**src/rtl/axi_req_arbiter.sv**
```systemverilog
// Purpose : merges ICache and DCache memory requests onto the single-request
//           cache-side AXI bridge, one outstanding transaction at a time.
// Latency : *_accept in the cycle a request is seen in IDLE with the bridge
//           ready; req reaches the bridge the next cycle; *_done in the
//           task_finish cycle; earliest next accept is the cycle after done.
// Backpressure: requests stay pending (no accept) while busy or while
//           ready_to_pipline is low; clients hold their code until accept.
//
// Ports
//   clk, rstn                    clock, asynchronous active-low reset
//   i_req/i_ad/i_rword_en        ICache request code, address, LOAD_WORD size
//   i_accept/i_done              ICache request-latched / complete pulses
//   d_req/d_ad/d_wblock/d_wword/ DCache request code, address, victim line,
//   d_wword_en/d_rword_en        store word, byte strobes, LOAD_WORD size
//   d_accept/d_done              DCache request-latched / complete pulses
//   rblock_o/rword_o             bridge read data, valid with *_done
//   req/ad/wblock/wword/         registered request towards the bridge
//   wword_en/rword_en
//   ready_to_pipline             bridge idle
//   task_finish/rblock/rword     bridge completion pulse and read data
//   busy                         a transaction is outstanding
//
// Build option: define ARB_ROUND_ROBIN_EN to alternate the winner on
// simultaneous requests; otherwise DCache has fixed priority.

module axi_req_arbiter #(
    parameter int REQ_W   = 3,
    parameter int ADDR_W  = 32,
    parameter int BLOCK_W = 256
) (
    input  logic               clk,
    input  logic               rstn,

    // ICache side
    input  logic [REQ_W-1:0]   i_req,
    input  logic [ADDR_W-1:0]  i_ad,
    input  logic [2:0]         i_rword_en,
    output logic               i_accept,
    output logic               i_done,

    // DCache side
    input  logic [REQ_W-1:0]   d_req,
    input  logic [ADDR_W-1:0]  d_ad,
    input  logic [BLOCK_W-1:0] d_wblock,
    input  logic [31:0]        d_wword,
    input  logic [3:0]         d_wword_en,
    input  logic [2:0]         d_rword_en,
    output logic               d_accept,
    output logic               d_done,

    // Read data back to both clients
    output logic [BLOCK_W-1:0] rblock_o,
    output logic [31:0]        rword_o,

    // Bridge side
    output logic [REQ_W-1:0]   req,
    output logic [ADDR_W-1:0]  ad,
    output logic [BLOCK_W-1:0] wblock,
    output logic [31:0]        wword,
    output logic [3:0]         wword_en,
    output logic [2:0]         rword_en,
    input  logic               ready_to_pipline,
    input  logic               task_finish,
    input  logic [BLOCK_W-1:0] rblock,
    input  logic [31:0]        rword,

    output logic               busy
);

    // Only the NONE encoding matters here; every other code is forwarded as-is.
    localparam logic [REQ_W-1:0] REQ_NONE = '0;

    typedef enum logic [1:0] {
        IDLE     = 2'd0,
        ISSUE    = 2'd1,
        WAIT_FIN = 2'd2
    } state_t;

    typedef enum logic {
        OWN_ICACHE = 1'b0,
        OWN_DCACHE = 1'b1
    } owner_t;

    state_t               state_q;
    state_t               state_d;
    owner_t               owner_q;
    logic [REQ_W-1:0]     req_q;
    logic [ADDR_W-1:0]    ad_q;
    logic [BLOCK_W-1:0]   wblock_q;
    logic [31:0]          wword_q;
    logic [3:0]           wword_en_q;
    logic [2:0]           rword_en_q;

    logic                 i_vld;
    logic                 d_vld;
    logic                 d_wins;
    logic                 grant_vld;
    logic                 fin_vld;

    // Winner's fields, muxed ahead of the output registers.
    logic [REQ_W-1:0]     win_req;
    logic [ADDR_W-1:0]    win_ad;
    logic [BLOCK_W-1:0]   win_wblock;
    logic [31:0]          win_wword;
    logic [3:0]           win_wword_en;
    logic [2:0]           win_rword_en;

    assign i_vld = (i_req != REQ_NONE);
    assign d_vld = (d_req != REQ_NONE);

`ifdef ARB_ROUND_ROBIN_EN
    // Owner of the most recent accept; loses the next tie. Starts at ICACHE
    // so that DCache wins the first tie after reset.
    owner_t last_owner_q;

    assign d_wins = d_vld && (!i_vld || (last_owner_q == OWN_ICACHE));

    always_ff @(posedge clk or negedge rstn) begin
        if (!rstn) begin
            last_owner_q <= OWN_ICACHE;
        end else if (grant_vld) begin
            last_owner_q <= d_wins ? OWN_DCACHE : OWN_ICACHE;
        end
    end
`else
    // Fixed priority: a steady DCache stream can starve the ICache.
    assign d_wins = d_vld;
`endif

    // A grant is only possible from IDLE with the bridge idle.
    assign grant_vld = (state_q == IDLE) && ready_to_pipline && (i_vld || d_vld);
    assign d_accept  = grant_vld && d_wins;
    assign i_accept  = grant_vld && !d_wins;

    // Completion is only honoured once the request has been issued; a stray
    // task_finish in IDLE or ISSUE is ignored.
    assign fin_vld = (state_q == WAIT_FIN) && task_finish;
    assign i_done  = fin_vld && (owner_q == OWN_ICACHE);
    assign d_done  = fin_vld && (owner_q == OWN_DCACHE);

    // Read data is not registered: clients sample it alongside *_done.
    assign rblock_o = rblock;
    assign rword_o  = rword;

    assign req      = req_q;
    assign ad       = ad_q;
    assign wblock   = wblock_q;
    assign wword    = wword_q;
    assign wword_en = wword_en_q;
    assign rword_en = rword_en_q;
    assign busy     = (state_q != IDLE);

    // ICache only issues loads, so its write payload is zero-filled.
    always_comb begin
        win_req      = i_req;
        win_ad       = i_ad;
        win_wblock   = '0;
        win_wword    = '0;
        win_wword_en = '0;
        win_rword_en = i_rword_en;
        if (d_wins) begin
            win_req      = d_req;
            win_ad       = d_ad;
            win_wblock   = d_wblock;
            win_wword    = d_wword;
            win_wword_en = d_wword_en;
            win_rword_en = d_rword_en;
        end
    end

    always_comb begin
        state_d = state_q;
        case (state_q)
            IDLE:     if (grant_vld) state_d = ISSUE;
            ISSUE:    state_d = WAIT_FIN;
            WAIT_FIN: if (task_finish) state_d = IDLE;
            default:  state_d = IDLE;
        endcase
    end

    // State plus all bridge-facing registers. The payload is captured once at
    // accept and held untouched until the next accept, because the bridge
    // samples it after the one-cycle req strobe.
    always_ff @(posedge clk or negedge rstn) begin
        if (!rstn) begin
            state_q    <= IDLE;
            owner_q    <= OWN_DCACHE;
            req_q      <= REQ_NONE;
            ad_q       <= '0;
            wblock_q   <= '0;
            wword_q    <= '0;
            wword_en_q <= '0;
            rword_en_q <= '0;
        end else begin
            state_q <= state_d;
            case (state_q)
                IDLE: begin
                    if (grant_vld) begin
                        owner_q    <= d_wins ? OWN_DCACHE : OWN_ICACHE;
                        req_q      <= win_req;
                        ad_q       <= win_ad;
                        wblock_q   <= win_wblock;
                        wword_q    <= win_wword;
                        wword_en_q <= win_wword_en;
                        rword_en_q <= win_rword_en;
                    end
                end
                ISSUE: begin
                    // req is a single-cycle strobe to the bridge.
                    req_q <= REQ_NONE;
                end
                default: begin
                end
            endcase
        end
    end

endmodule

```
**config.mk**
```make
export PLATFORM = sky130hd
export DESIGN_NAME = axi_req_arbiter
export DESIGN_NICKNAME = d
export VERILOG_FILES = /design/src/rtl/axi_req_arbiter.sv
export SDC_FILE = /design/constraint.sdc
export NUM_CORES = 1
export LEC_CHECK = 0
export CAP_MARGIN = 20
export CORE_AREA = 2 2 497 499
export CTS_BUF_LIST = sky130_fd_sc_hd__clkbuf_8
export CTS_CLUSTER_SIZE = 12
export DETAILED_ROUTE_END_ITERATION = 8
export DIE_AREA = 0 0 499 501
export PLACE_DENSITY_LB_ADDON = 0.08
export SLEW_MARGIN = 20
export SYNTH_ARGS = -nofsm -noshare
export SYNTH_HDL_FRONTEND = slang
export SYNTH_SLANG_ARGS = --single-unit
```
**constraint.sdc**
```tcl
create_clock -name clk -period 1.9 [get_ports clk]
set_clock_uncertainty 0.2 [all_clocks]
set_input_delay 0.475 -clock clk [delete_from_list [all_inputs] [get_ports clk]]
set_output_delay 0.475 -clock clk [all_outputs]
set_load 0.02 [all_outputs]
```
* After elaboration in Yosys (flattened, before gate mapping)
Cells that the tools add are included.
** Storage, ports and cells
- Bits in registers :: 333
- Bits in latches :: 0
- Bits in writable memories :: 0
- Memory bits (read-only) :: 0
- Bits of input ports :: 660
- Output and inout bits :: 623
- Word-level logic and storage cells :: 42
- Memories kept :: 0
** Operators by class
- $add $sub $neg :: 0
- Multiply operators :: 0
- Div/mod/pow operators :: 0
- $lt $le $gt $ge :: 0
- Equal/unequal tests :: 4
- Shift operators :: 0
- Mux-type cells :: 12
- Bitwise gates (word level) :: 1
- Reduce and logical (&&, ||, !) cells :: 17
** Operator list (count)
- two-way mux 256 bit :: 1
- two-way mux 32 bit :: 2
- two-way mux 3 bit :: 3
- logical AND 1 bit :: 7
- case mux 2 bit (3 select lines) :: 1
- case mux 3 bit (2 select lines) :: 1
- AND reduction 2 bit :: 3
- nonzero test 3 bit :: 2
- two-way mux 2 bit :: 2
- two-way mux 4 bit :: 1
- inequality test 2 bit, second input constant :: 2
- nonzero test 2 bit :: 2
- equality test 2 x 1 -> 1 bit, second input constant :: 1
- equality test 2 bit, second input constant :: 1
- logical NOT 2 bit :: 1
- logical NOT 1 bit :: 1
- logical OR 1 bit :: 1
- two-way mux 1 bit :: 1
- inverter 1 bit :: 1

* Longest topological paths before layout
- Depth in word-level cells :: 5
- Mapped depth :: 6
- Mapped depth without buffers :: 4

* Worst setup path after synthesis
No wires, ideal clock.
- Path type :: input -> output
- Start point :: in d_req[2]
- End point :: out i_accept
- Arrival time :: 1479 ps
- Required time :: 1225 ps
- Path slack :: -254 ps
- Cell stages on the path :: 4
- Path buffers :: 2
- Cells stage by stage :: nor3_1 -> clkbuf_1 -> clkbuf_1 -> and3_1
** Between the ends
- Longest elaborated chain between the ends :: 4
- Elaborated cells between the ends (all ways) :: 5
- Those cells by class :: 5 x reduce/logical
** RTL lines
- from (decl) :: line 42 : input logic [REQ_W-1:0] d_req,
- nonzero test 3 bit * :: line 109 : assign d_vld = (d_req != REQ_NONE);
- logical OR 1 bit :: line 131 : assign grant_vld = (state_q == IDLE) && ready_to_pipline && (i_vld || d_vld);
- logical AND 1 bit :: line 131
- logical AND 1 bit * :: line 133 : assign i_accept = grant_vld && !d_wins;
- to (decl) :: line 38 : output logic i_accept,
Mark *: on every way between the ends. The rest lies on a longest branch, timed or not.

* Worst setup path after layout
- Start point :: reg state_q[1]
- End point :: out d_accept
** Between the ends
- Longest elaborated chain between the ends :: 4
** RTL lines
- from (decl) :: line 84 : state_t state_q;
- from (signal assigned) :: line 195 : state_q <= state_d;
- logical NOT 2 bit :: line 131
- logical AND 1 bit (2 in series) :: line 131
- logical AND 1 bit :: line 132 : assign d_accept = grant_vld && d_wins;
- to (decl) :: line 48 : output logic d_accept,
No other way between the ends.

==> impl_results.md <==
* Worst-skew pair later-pin latency at 0.79 ns
* Core box area at 0.245 mm^2
* # port buffers at 706
* Clock tree sinks at 333
* Largest net degree at the start of global routing at 57
* Setup TNS at -163.23 ns
* Met3 Resource Use GR at 0.0388
* Leakage at 13.1 nW
* Root buf cell: clkbuf_8
* Starting Density at 0.0584
* Min-delay worst type: in2reg
* Synth top cells by count: dfrtp_1 (332), a22o_1 (292), buf_4 (288)
* Worst IR Drop VDD at 0.461 mV
* Overflow after GRT at 0
* Failing checks: negative setup slack
* Hold Vio Cnt, Final at 0
* Largest area contributor in the netlist: dfrtp_1
* FF-to-FF Start: state_q[1]
* Final Max Tran Viols at 0
* Final Critical Period at 2.70 ns
* Detailed Route WL at 96700 um
* Die width at 499 um
* Die footprint at 0.250 mm^2
* CTS H-Tree Depth at 3
* Most Used Layer, Global Route: met2
* Synthesized net count at 1756
* Top-area cell type share of the netlist area at 0.581
* Max Clock Freq at 370 MHz
* Global-route wire length before repair at 125000 um
* Post-route DRC at 0
* IO Pins at 1283
* Vias per cell at 2.44
* Crit path required time at 1.22 ns
* Number of flops mapped to enable cells by yosys at 0
* Setup violators final at 666
* Worst-path maximum fanout at 3
* Post-route antenna net violation count at 0
* Hold path startpoint: d_wblock[80]
* Antenna violations before repair at 32
* Met1 usage at 0.0747
* Critical path type: reg2out
* Power per cell area at 1510 mW/mm^2
* Synth Area per Inst at 13.0 um^2
* Synthesis-to-layout area growth at 118%
* Setup crit start: state_q[1]
* MaxCap Viol Count at 0
* Clock Pin Slew Worst Setup and Hold Paths at 0.05 ns
* HPWL after DPL at 69400 um
* TritonCTS clock tree: built
* First-iteration detailed-routing DRC count at 489
* Worst Tran Pin Value at 0.576 ns
* Num rows at 182
* Synth Warn # at 0
* Die Y at 501 um
* Most frequent cell after synthesis: dfrtp_1
* Status: complete, but fails checks
* GRT Resource Usage Total at 0.0722
* Slew Limit Headroom at 0.615
* #FFs+latches synth at 333
* Initial DRT Pass Iterations at 4
* Startpoint types: register
* DR WL/cell at 18.1 um
* Register area share after synthesis at 0.583
* Total CTS buffers at 84
* Met2 Use GR at 0.119
* Distinct cells, synth at 24
* Unrepaired setup endpoints after global routing: true
* Area contributors post-synth: dfrtp_1 (58%), a22o_1 (18%), buf_4 (15%), a221o_1 (2.5%), buf_2 (2.3%)
* Synth Cell Area at 0.0143 mm^2
* Vias at 13035
* Post-route cell area at 0.0312 mm^2
* CP Data Arrival Time at 2.03 ns
* CTS Buffer Depth at 3
* Cell Area, Placed at 0.0241 mm^2
* Final worst-path cycle share at 1.42
* GP Congestion at 0.708
* CP endpoint kind: output port
* Worst Slack Setup Final at -0.803 ns
* Final nets at 2717
* Vias in the first global route at 14944
* Main synth FF type: dfrtp_1
* Share of flip-flops with an asynchronous set or reset at 1.00
* Layout cell share with drive strength beyond 1 at 0.333
* Synth Instances at 1096
-- routing by layer --
layer | up-vias | wire, um | share of wire
li1 | 5732 | - | -
met1 | 6278 | 36100 | 0.37
met2 | 778 | 45800 | 0.47
met3 | 231 | 10900 | 0.11
met4 | 16 | 3770 | 0.039
met5 | - | 115 | 0.0012
-- timing repair --
action / 4_1_cts / 5_1_grt
cloned: 8 / 22
setup endpoints to repair: 663 / 666
gates resized for setup: 1913 / 43
hold buffers: 312 / 0
endpoints found under the hold margin: 643 / 0
pin swaps: 3 / 5
buffers inserted: 119 / 5
-- worst max-delay path: stages, from the launching register on --
cell,delay (ns)
dfrtp_2,0.44
or3b_4,0.44
nor2_4,0.13
buf_12,0.12
buf_8,0.10
-- power by group --
part           leakage [nW]  total [mW]  internal (mW)  switching [mW]
clock network         0.928        9.26           5.01            4.25
logic                  8.06        24.8           13.4            11.4
registers              4.14        13.2           10.4            2.75
-- cell families after synthesis --
logic type             Yosys count  synth area share
DFF                            333             0.583
and+or+nand+nor                 53            0.0287
buffers and inverters          373             0.180
muxes                            3           0.00210
AOI/OAI and AO/OA              334             0.206
-- worst paths after layout --
check                                   end  slack (ns)  cells past startpoint
worst max-delay path               d_accept       -0.80                      4
min in group asynchronous        wblock[56]        0.20                      3
worst min register to register    wword[26]        0.32                      1
max in group asynchronous        wblock[88]        0.27                      3
worst min-delay path             wblock[80]        0.15                      2
worst max register to register  wblock[167]       -0.48                      7
-- through the flow --
step	utilization	cells	hold WS (ns)	power [mW]	setup WS, ns
after floorplan	-	1096	-0.0206	21.7	-0.0934
after global placement	0.0985	4725	0.197	33.9	-0.974
after detailed placement	0.0985	4725	0.196	33.7	-0.952
after CTS	0.125	5304	0.00153	47.9	-1.08
after global routing	0.127	5338	0.0651	50.3	-0.966
final	0.128	5344	0.154	47.2	-0.803
-- area by class of cell --
type                            instances  area (um^2)
Fill cell                           27658       214000
Timing Repair Buffer                 1247        13700
Sequential cell                       333         8350
Tap cell                             3220         4030
Multi-Input combinational cell        390         3440
Clock buffer                           97         1340
Clock inverter                         43          294
Antenna cell                           13         32.5
Inverter                                1         3.75
-- layout by cell type (no fill, tap or decap), types with 2 or more instances in the layout --
cell / count
dfrtp_2: 11
dlygate4sd3_1: 312
clkinv_2: 8
a22o_1: 292
buf_4: 148
o21ai_0: 3
buf_8: 12
a221o_1: 35
dfrtp_1: 321
and4_1: 35
diode_2: 13
buf_16: 19
clkdlybuf4s50_1: 370
clkbuf_8: 97
a21oi_1: 3
buf_12: 62
nand2_1: 3
inv_8: 2
buf_6: 309
clkinvlp_4: 3
nand2b_1: 2
bufinv_16: 3
inv_1: 25
nor2_1: 3
clkbuf_16: 15
mux2i_1: 3
-- flip-flops by register name, indices dropped and copies added (netlist names) --
name,cells
owner_q,1
rword_en,3
wword_en,4
wblock,256
ad,32
wword,32
state_q,2
req,3
No activity file was read; power rests on OpenSTA's default activity.
